**config.mk**
```make
export PLATFORM = sky130hd
export DESIGN_NAME = game_timer_display
export DESIGN_NICKNAME = d
export VERILOG_FILES = /design/src/rtl/game_timer_display.sv
export SDC_FILE = /design/constraint.sdc
export NUM_CORES = 1
export LEC_CHECK = 0
export CORE_ASPECT_RATIO = 2
export CORE_UTILIZATION = 32
export DETAILED_ROUTE_END_ITERATION = 7
export HOLD_SLACK_MARGIN = 0.15
export PLACE_DENSITY = 0.5
export SLEW_MARGIN = 30
export SYNTH_ARGS = -nofsm -noshare
export SYNTH_HDL_FRONTEND = slang
export SYNTH_SLANG_ARGS = --single-unit
```
**constraint.sdc**
```tcl
create_clock -name clk -period 5 [get_ports clk]
set_clock_uncertainty 0.05 [all_clocks]
set_input_delay 0.5 -clock clk [delete_from_list [all_inputs] [get_ports clk]]
set_output_delay 0.5 -clock clk [all_outputs]
set_load 0.05 [all_outputs]
```
**src/rtl/game_timer_display.sv**
```systemverilog
// HUD round countdown timer: M:SS BCD count ticked from a clk prescaler, drawn as 7-segment pixel art.
// Optional build macro TIMER_BLINK_EN blinks the digits at ~4 Hz while the warning is active in RUN.
module game_timer_display #(
  parameter int          CLK_FREQ   = 31_500_000,
  parameter int          START_SEC  = 180,
  parameter logic [10:0] TOP_X      = 11'd16,
  parameter logic [10:0] TOP_Y      = 11'd8,
  parameter logic [7:0]  COLOR      = 8'hFF,
  parameter logic [7:0]  WARN_COLOR = 8'hE0,
  parameter int          WARN_SEC   = 10
) (
  input  logic        clk,
  input  logic        reset,
  input  logic        startOfFrame,
  input  logic [10:0] pixelX,
  input  logic [10:0] pixelY,
  input  logic        start,
  input  logic        pause,
  input  logic        addTime,
  output logic        timerDR,
  output logic [7:0]  timerRGB,
  output logic        expired,
  output logic        warning
);

  typedef enum logic [1:0] {
    IDLE    = 2'd0,
    RUN     = 2'd1,
    PAUSED  = 2'd2,
    EXPIRED = 2'd3
  } state_t;

  localparam int             PW        = (CLK_FREQ > 1) ? $clog2(CLK_FREQ) : 1;
  localparam logic [PW-1:0]  PRE_LAST  = PW'(CLK_FREQ - 1);
  localparam logic [3:0]     START_MIN = 4'(START_SEC / 60);
  localparam logic [3:0]     START_TEN = 4'((START_SEC % 60) / 10);
  localparam logic [3:0]     START_ONE = 4'(START_SEC % 10);

  state_t        state, state_next;
  logic [PW-1:0] prescaler;
  logic [3:0]    dig_min, dig_ten, dig_one;
  logic [3:0]    min_next, ten_next, one_next;
  logic          pending;
  logic          wrap, add_en, dec_en, dec_zero;
  logic [9:0]    total_sec;

  assign wrap     = (state == RUN) && (prescaler == PRE_LAST);
  assign add_en   = addTime && !start && ((state == RUN) || (state == PAUSED));
  // A tick that collides with addTime is deferred through pending, so dec_en excludes add_en.
  assign dec_en   = (state == RUN) && !start && !add_en && (wrap || pending);
  assign dec_zero = dec_en && (dig_min == 4'd0) && (dig_ten == 4'd0) && (dig_one == 4'd1);

  assign total_sec = 10'(dig_min) * 10'd60 + 10'(dig_ten) * 10'd10 + 10'(dig_one);
  assign warning   = (total_sec != 10'd0) && (total_sec <= 10'(WARN_SEC));

  // NOTE: every always_comb output gets a default first, so no path can infer a latch.
  always_comb begin
    state_next = state;
    if (start) begin
      state_next = RUN;
    end else begin
      unique case (state)
        RUN: begin
          if (dec_zero)   state_next = EXPIRED;
          else if (pause) state_next = PAUSED;
        end
        PAUSED:  if (!pause) state_next = RUN;
        default: state_next = state;
      endcase
    end
  end

  always_comb begin
    min_next = dig_min;
    ten_next = dig_ten;
    one_next = dig_one;
    if (add_en) begin
      if ((dig_min == 4'd9) && (dig_ten == 4'd5)) begin
        ten_next = 4'd5;
        one_next = 4'd9;
      end else if (dig_ten == 4'd5) begin
        ten_next = 4'd0;
        min_next = dig_min + 4'd1;
      end else begin
        ten_next = dig_ten + 4'd1;
      end
    end else if (dec_en) begin
      if (dig_one != 4'd0) begin
        one_next = dig_one - 4'd1;
      end else begin
        one_next = 4'd9;
        if (dig_ten != 4'd0) begin
          ten_next = dig_ten - 4'd1;
        end else begin
          ten_next = 4'd5;
          min_next = dig_min - 4'd1;
        end
      end
    end
  end

  // NOTE: sequential state uses non-blocking assignments so every register samples pre-edge values.
  always_ff @(posedge clk) begin
    if (reset) state <= IDLE;
    else       state <= state_next;
  end

  always_ff @(posedge clk) begin
    if (reset || start) begin
      dig_min   <= START_MIN;
      dig_ten   <= START_TEN;
      dig_one   <= START_ONE;
      prescaler <= '0;
      pending   <= 1'b0;
      expired   <= 1'b0;
    end else begin
      dig_min <= min_next;
      dig_ten <= ten_next;
      dig_one <= one_next;
      expired <= dec_zero;
      if (state == RUN) begin
        if (wrap || dec_zero) prescaler <= '0;
        else                  prescaler <= prescaler + PW'(1);
      end
      if (add_en)      pending <= pending | wrap;
      else if (dec_en) pending <= 1'b0;
    end
  end

  // Segment mask bit order is {g,f,e,d,c,b,a}; coordinates are local to a 16x32 cell.
  function automatic logic seg_hit(input logic [3:0] d, input logic [3:0] x, input logic [4:0] y);
    logic [6:0] s;
    logic       mid_x, left, right, upper, lower;
    case (d)
      4'd0:    s = 7'b0111111;
      4'd1:    s = 7'b0000110;
      4'd2:    s = 7'b1011011;
      4'd3:    s = 7'b1001111;
      4'd4:    s = 7'b1100110;
      4'd5:    s = 7'b1101101;
      4'd6:    s = 7'b1111101;
      4'd7:    s = 7'b0000111;
      4'd8:    s = 7'b1111111;
      4'd9:    s = 7'b1101111;
      default: s = 7'b0000000;
    endcase
    mid_x = (x >= 4'd2) && (x <= 4'd13);
    left  = (x <= 4'd3);
    right = (x >= 4'd12);
    upper = (y >= 5'd2) && (y <= 5'd15);
    lower = (y >= 5'd16) && (y <= 5'd29);
    return (s[0] && mid_x && (y <= 5'd3))
        || (s[6] && mid_x && (y >= 5'd14) && (y <= 5'd17))
        || (s[3] && mid_x && (y >= 5'd28))
        || (s[5] && left  && upper)
        || (s[1] && right && upper)
        || (s[4] && left  && lower)
        || (s[2] && right && lower);
  endfunction

  logic [10:0] rel_x, rel_y;
  logic        in_box, is_colon, colon_hit, blank, hit;
  logic [3:0]  cell_digit, cx;
  logic [4:0]  cy;
  logic [7:0]  color;

  assign rel_x  = pixelX - TOP_X;
  assign rel_y  = pixelY - TOP_Y;
  assign in_box = (pixelX >= TOP_X) && (pixelY >= TOP_Y) && (rel_x < 11'd56) && (rel_y < 11'd32);
  assign cy     = rel_y[4:0];

  always_comb begin
    cell_digit = 4'd0;
    cx         = 4'd0;
    is_colon   = 1'b0;
    if (rel_x < 11'd16) begin
      cell_digit = dig_min;
      cx         = rel_x[3:0];
    end else if (rel_x < 11'd24) begin
      is_colon = 1'b1;
      cx       = 4'(rel_x - 11'd16);
    end else if (rel_x < 11'd40) begin
      cell_digit = dig_ten;
      cx         = 4'(rel_x - 11'd24);
    end else begin
      cell_digit = dig_one;
      cx         = 4'(rel_x - 11'd40);
    end
  end

  assign colon_hit = (cx >= 4'd2) && (cx <= 4'd5)
                  && (((cy >= 5'd8) && (cy <= 5'd11)) || ((cy >= 5'd20) && (cy <= 5'd23)));

`ifdef TIMER_BLINK_EN
  logic [3:0] frame_cnt;

  always_ff @(posedge clk) begin
    if (reset)             frame_cnt <= 4'd0;
    else if (startOfFrame) frame_cnt <= frame_cnt + 4'd1;
  end

  assign blank = warning && (state == RUN) && frame_cnt[3];
`else
  logic unused_sof;
  assign unused_sof = startOfFrame;
  assign blank      = 1'b0;
`endif

  assign hit   = in_box && (is_colon ? colon_hit : (!blank && seg_hit(cell_digit, cx, cy)));
  assign color = warning ? WARN_COLOR : COLOR;

  always_ff @(posedge clk) begin
    if (reset) begin
      timerDR  <= 1'b0;
      timerRGB <= 8'h00;
    end else begin
      timerDR  <= hit;
      timerRGB <= hit ? color : 8'h00;
    end
  end

endmodule

```
==> flow_summary_export.csv, run 1 <==
group,metric,value,unit
yosys,yosysTopAreaCellShare,0.222,
clock_tree,postCtsHoldBufs,0,
detailed_routing,num_vias,3511,
sta,finalCritPeriodShare,0.961,
layout,n_antenna_cell,0,
grt,antenna_found_initial,0,
sta,worstMarginPinSlew,0.605,ns
yosys,synth_area,3970,µm²
placement,dp_slack,0.368,ns
clock_tree,cts_made_buffers,5,
yosys,syn_area_per_cell,8.14,µm²
setup_path,worstSetupStartpointType,"flop",
detailed_routing,antenna_left,0,
sta,fmax,208,MHz
grt,grt.total_usage,0.158,
clock_tree,cts-root-buf,"clkbuf_16",
layout,areaGrowthSynthToFinish,17.0,%
floorplanning,rows,57,
sta,finalSetupViolations,0,
setup_path,startpoint,"dig_min[0]$_SDFFE_PP1P_",
sta,grt_setup_unrepaired,"false",
grt,grt_pass1_wl,15800,µm
floorplanning,core_area,12100,µm²
clock_tree,cts.path.max_buffers,2,
setup_path,endpoint,"warning",
setup_path,r2r-start,"dig_min[0]$_SDFFE_PP1P_",
floorplanning,num_io_pins,39,
layout,fin_nets,601,
setup_path,required,4.45,ns
sta,setup_slack,0.194,ns
yosys,async_reset_ff_frac,0,
detailed_routing,drt-pass1-iter-count,4,
grt,grt_pass1_vias,3480,
power,ir_worst_vdd,0.202,mV
setup_path,r2r_end,"timerRGB[4]$_SDFF_PP0_",
placement,place.gp.congestion,0.832,
placement,dp.final_hpwl,8120,µm
yosys,syn-instance-count,488,
sta,fin_tns_setup,0,ns
power,cellLeakagePower,1.91,nW
clock_tree,path_clk_slew,0.06,ns
placement,dp.cells,658,
sta,slew_viol_final,0,
clock_tree,clk_latency,0.29,ns
clock_tree,cts_tree,"done",
job,cap_violations,0,
clock_tree,clock-sinks,44,
sta,final-hold-violation-count,0,
layout,final_util,0.383,
grt,grt_max_degree,25,
detailed_routing,drt_iter0_drc,174,
setup_path,r2r_setup_slack,0.84,ns
yosys,syn-num-nets,570,
sta,period_minus_slack,4.81,ns
detailed_routing,vias_per_cell,5.26,
layout,mostFrequentLayoutCells,"nor2_1 (69), dfxtp_1 (44), ha_1 (43)",
sta,slew_headroom,0.597,
yosys,synthTopCellsByArea,"dfxtp_1 (22%), ha_1 (14%), nor2_1 (6.5%), fa_1 (5.0%), xnor2_1 (4.6%)",
floorplanning,die-width,80.8,µm
setup_path,end_kind,"primary output",
yosys,synth_seq_area_share,0.222,
detailed_routing,wl,9870,µm
setup_path,critPathKind,"flop to primary output",
layout,drive_gt1_frac,0.0731,
floorplanning,die_y,160,µm
yosys,synth.largest_area_cell,"dfxtp_1",
yosys,synth.distinct_cells,74,
clock_tree,cts.htree.levels,2,
hold_path,hp-class,"flop to flop",
yosys,synth_warnings,0,
setup_path,crit_fanout,5,
grt,grt-ovfl-total,0,
detailed_routing,wl_per_cell,14.8,µm
power,power.density,180,nW/µm²
yosys,ys_ff_latch,44,
floorplanning,initial_utilization,0.328,
layout,final_common_cell,"nor2_1",
detailed_routing,drcViolationCount,0,
floorplanning,die_area,12900,µm²
layout,fin_cells,667,
yosys,synth_edf_count,0,
outcome,outcome,"finished, final reports clean",
yosys,synthFlopType,"dfxtp_1",
placement,portBuffers,36,
setup_path,ff2ff_path_depth,18,
setup_path,arrival,4.26,ns
==> critical path: stages, from the launching register on <==
cell and delay (ns):
dfxtp_1 0.33, fa_1 0.56, inv_1 0.06, fa_1 0.56, inv_1 0.06, ha_1 0.28
a21o_1 0.19, a21oi_2 0.16, xnor2_1 0.08, ha_1 0.20, ha_1 0.33, nand2b_1 0.12
nor2_1 0.05, nor4_1 0.27, o221ai_1 0.16, nor3_1 0.16, o211a_1 0.24, buf_12 0.15
==> cells by family after synthesis <==
kind of cell / share of synthesized area
buf+inv: 0.0557
mux: 0.0129
fa+ha+maj: 0.189
compound gates: 0.170
xor+xnor: 0.0904
flops: 0.222
simple gates: 0.261
==> final cells by class <==
cell class,count,area (µm²)
clock buffers,6,129
clock inverters,2,35.0
fillers,1259,7480
inverters,35,131
multi-input cells,393,2890
flip-flops and latches,44,881
well taps,147,184
repair buffers,40,400
==> power by group <==
group          internal, W  switching [W]
Sequential        0.000352     0.00000294
Clock             0.000235       0.000143
Combinational    0.0000465      0.0000560
==> stage by stage <==
| step | cell area (µm²) | hold slack (ns) | power [W] |
|---|---|---|---|
| global route | 4650 | 0.460 | 0.000868 |
| floorplan | 3970 | 0.419 | 0.000424 |
| finish | 4650 | 0.447 | 0.000836 |
| detailed placement | 4460 | 0.434 | 0.000466 |
| global placement | 4460 | 0.426 | 0.000464 |
| CTS | 4620 | 0.443 | 0.000847 |
==> synthesized netlist by cell type (all sizes together), types with 3 or more instances <==
| cell type | n |
|---|---|
| clkbuf | 8 |
| nand3 | 15 |
| nand2b | 8 |
| ha | 44 |
| nor2 | 69 |
| nor3 | 11 |
| nand4 | 9 |
| nor2b | 3 |
| inv | 35 |
| o21ai | 17 |
| a21o | 7 |
| nor4 | 6 |
| nand2 | 41 |
| buf | 8 |
| mux2i | 4 |
| fa | 10 |
| or4 | 3 |
| and3 | 10 |
| xnor2 | 21 |
| o21bai | 3 |
| a21oi | 30 |
| xor2 | 20 |
| or2 | 5 |
| a31oi | 4 |
| a221oi | 3 |
| dfxtp | 44 |
==> repair_timing <==
| item | in CTS | in global routing |
|---|---|---|
| setup buffers | 0 | 1 |
| setup endpoints to repair | 0 | 1 |
| hold endpoints to repair | 0 | 0 |
| resized for setup | 0 | 2 |
==> flip-flops by register name, summed over array words and instances (netlist names) <==
name,count
timerRGB,2
dig_min,4
prescaler,25
timerDR,1
expired,1
dig_one,4
state,2
pending,1
dig_ten,4
==> how the worst min path moves through the flow <==
stage,start,endpoint,cells after the start
after global placement,pending$_SDFFE_PP0P_,pending$_SDFFE_PP0P_,2
after floorplan,pending$_SDFFE_PP0P_,pending$_SDFFE_PP0P_,2
after CTS,pending$_SDFFE_PP0P_,pending$_SDFFE_PP0P_,2
final,pending$_SDFFE_PP0P_,pending$_SDFFE_PP0P_,2
after global routing,pending$_SDFFE_PP0P_,pending$_SDFFE_PP0P_,2
after detailed placement,pending$_SDFFE_PP0P_,pending$_SDFFE_PP0P_,2
==> per-layer routing <==
layer | GRT usage | up-vias | wire length [µm]
met1 | 0.138 | 1655 | 3370
met5 | 0 | - | 0
met3 | 0.0212 | 23 | 188
met2 | 0.331 | 59 | 5980
li1 | - | 1774 | -
met4 | 0.0617 | 0 | 329
(Power assumes the default switching activity.)
==> run 2, diff against run 1 <==
--- a/config.mk
+++ b/config.mk
@@ -6,4 +6,5 @@
 export NUM_CORES = 1
 export LEC_CHECK = 0
+export CAP_MARGIN = 20
 export CORE_ASPECT_RATIO = 2
 export CORE_UTILIZATION = 32
==> constraint.sdc (replaced) <==
create_clock -name clk -period 5 [get_ports clk]
set_clock_uncertainty 0.05 [all_clocks]
set_input_delay 1 -clock clk [delete_from_list [all_inputs] [get_ports clk]]
set_output_delay 1 -clock clk [all_outputs]
set_load 0.05 [all_outputs]
==> run 2 against run 1 <==
The flow now finishes with violations (setup timing). Utilization rose by 1.7 points. Count of clock-buffer cells in the layout down 1. Register-to-register slack is essentially flat. Non-clock buffer count up 17. Fmax is 6.7% lower. Clock power increased by 28%. Sequential power hardly changed. Worst hold slack improved by 0.021 ns. Wire length is 3.4% higher. Combinational power barely moved. Via count up 3.0%. Setup slack worse by 0.34 ns. Highest routed layer unchanged.
==> flow_summary_export.csv, run 2 (synthesis gave the netlist of run 1 again) <==
group,metric,value,unit
outcome,outcome,"finished, violations left",
outcome,violations,"setup timing",
detailed_routing,num_vias,3616,
floorplanning,initial_utilization,0.328,
detailed_routing,drt_iter0_drc,91,
setup_path,path_cells,"fa_1 > inv_1 > fa_1 > inv_1 > ha_1 > a21o_1 > a21oi_2 > xnor2_1 > ha_1 > ha_4 > inv_2 > nor3_2 > nor4_1 > o221ai_1 > nor3_1 > o211a_2 > buf_12",
floorplanning,core_area,12100,µm²
clock_tree,cts-root-buf,"clkbuf_16",
placement,dp.cells,667,
hold_path,hold_end,"pending$_SDFFE_PP0P_",
power,ir_worst_vdd,0.173,mV
layout,mostFrequentLayoutCells,"nor2_1 (69), dfxtp_1 (43), ha_1 (42)",
detailed_routing,drt-pass1-iter-count,6,
setup_path,arrival,4.10,ns
floorplanning,die-width,80.8,µm
setup_path,ff2ff_path_depth,20,
sta,setup_slack,-0.149,ns
layout,largest_register_ffs,25,
layout,fin_cells,684,
layout,areaGrowthSynthToFinish,22.0,%
floorplanning,rows,57,
grt,grt.total_usage,0.164,
sta,final-hold-violation-count,0,
layout,n_antenna_cell,0,
grt,grt_max_degree,25,
placement,place.gp.congestion,0.849,
clock_tree,clk_latency,0.29,ns
floorplanning,die_area,12900,µm²
detailed_routing,wl,10200,µm
layout,final_util,0.400,
sta,fmax,194,MHz
sta,finalSetupViolations,1,
grt,grt_pass1_vias,3614,
hold_path,holdPathStages,2,
setup_path,r2r_end,"timerRGB[4]$_SDFF_PP0_",
sta,slew_viol_final,0,
setup_path,startpoint,"dig_min[2]$_SDFFE_PP0P_",
power,power.density,194,nW/µm²
job,cap_violations,0,
detailed_routing,vias_per_cell,5.29,
placement,portBuffers,36,
sta,grt_setup_unrepaired,"true",
setup_path,end_kind,"primary output",
clock_tree,postCtsHoldBufs,0,
sta,period_minus_slack,5.15,ns
sta,worstMarginPinSlew,0.594,ns
clock_tree,cts_tree,"done",
clock_tree,cts.path.max_buffers,2,
floorplanning,die_y,160,µm
grt,antenna_found_initial,0,
setup_path,slowest_delay,0.56,ns
layout,fin_nets,618,
clock_tree,cts.htree.levels,2,
clock_tree,cts_made_buffers,5,
placement,dp.final_hpwl,8200,µm
setup_path,critPathKind,"flop to primary output",
detailed_routing,antenna_left,0,
floorplanning,num_io_pins,39,
clock_tree,path_clk_slew,0.07,ns
setup_path,r2r-start,"dig_min[2]$_SDFFE_PP0P_",
setup_path,worstSetupStartpointType,"flop",
hold_path,hold_start,"pending$_SDFFE_PP0P_",
sta,finalCritPeriodShare,1.03,
power,cellLeakagePower,2.01,nW
detailed_routing,wl_per_cell,14.9,µm
setup_path,r2r_setup_slack,0.84,ns
detailed_routing,drcViolationCount,0,
sta,timing.hold.ws,0.468,ns
placement,dp_slack,0.00557,ns
setup_path,cp_slowest_cell,"fa_1",
setup_path,crit_fanout,3,
setup_path,required,3.95,ns
setup_path,crit_family,"adder cells",
layout,final_common_cell,"nor2_1",
setup_path,path_buf_inv,4,
layout,drive_gt1_frac,0.115,
sta,slew_headroom,0.604,
layout,regMostFlops,"prescaler",
grt,grt_pass1_wl,16500,µm
grt,grt-ovfl-total,0,
layout,fill_cells,1269,
clock_tree,clock-sinks,44,
hold_path,hp-class,"flop to flop",
[run 2: tightest hold or removal path, stage by stage, from the launching register on]
cell and delay [ns]:
dfxtp_1 0.34, nand2_1 0.07, a21oi_1 0.06
[run 2: worst max-delay path by stage]
stage / slack, ns / cells after the start / end
6_report: -0.15 / 17 / warning
5_1_grt: -0.29 / 17 / warning
4_1_cts: -0.17 / 17 / warning
3_5_place_dp: 0.006 / 16 / warning
3_3_place_gp: 0.01 / 16 / warning
2_1_floorplan: 0.03 / 15 / warning
[run 2: repair_timing]
action,4_1_cts,5_1_grt
resized for setup,7,0
setup endpoints to repair,1,1
setup buffers,8,1
pin swaps,14,2
[run 2: stage by stage]
stage	TNS, ns	cell area, µm²	total power (W)
4_1_cts	-0.165	4840	0.000950
5_1_grt	-0.295	4850	0.000972
2_1_floorplan	0	3970	0.000424
3_3_place_gp	0	4530	0.000465
3_5_place_dp	0	4530	0.000466
6_report	-0.149	4850	0.000942
[run 2: per-layer routing]
| metal | routed length (µm) | vias to the layer above | track usage |
|---|---|---|---|
| li1 | - | 1809 | - |
| met4 | 224 | 0 | 0.0528 |
| met2 | 6320 | 63 | 0.359 |
| met1 | 3440 | 1725 | 0.135 |
| met5 | 0 | - | 0 |
| met3 | 215 | 19 | 0.0218 |
[run 2: final cells by class]
| type | count | area, µm² | area share |
|---|---|---|---|
| clock buffer | 5 | 125 | 0.0258 |
| clock inverter | 3 | 90.1 | 0.0186 |
| inverter | 35 | 131 | 0.0271 |
| multi-input combinational | 393 | 2910 | 0.600 |
| sequential | 44 | 882 | 0.182 |
| tap | 147 | 184 | 0.0379 |
| timing repair buffer | 57 | 528 | 0.109 |
[run 2: power breakdown]
group	switching (W)	internal [W]	total, W
Combinational	0.0000568	0.0000471	0.000104
Clock	0.000147	0.000337	0.000484
Sequential	0.00000203	0.000352	0.000354
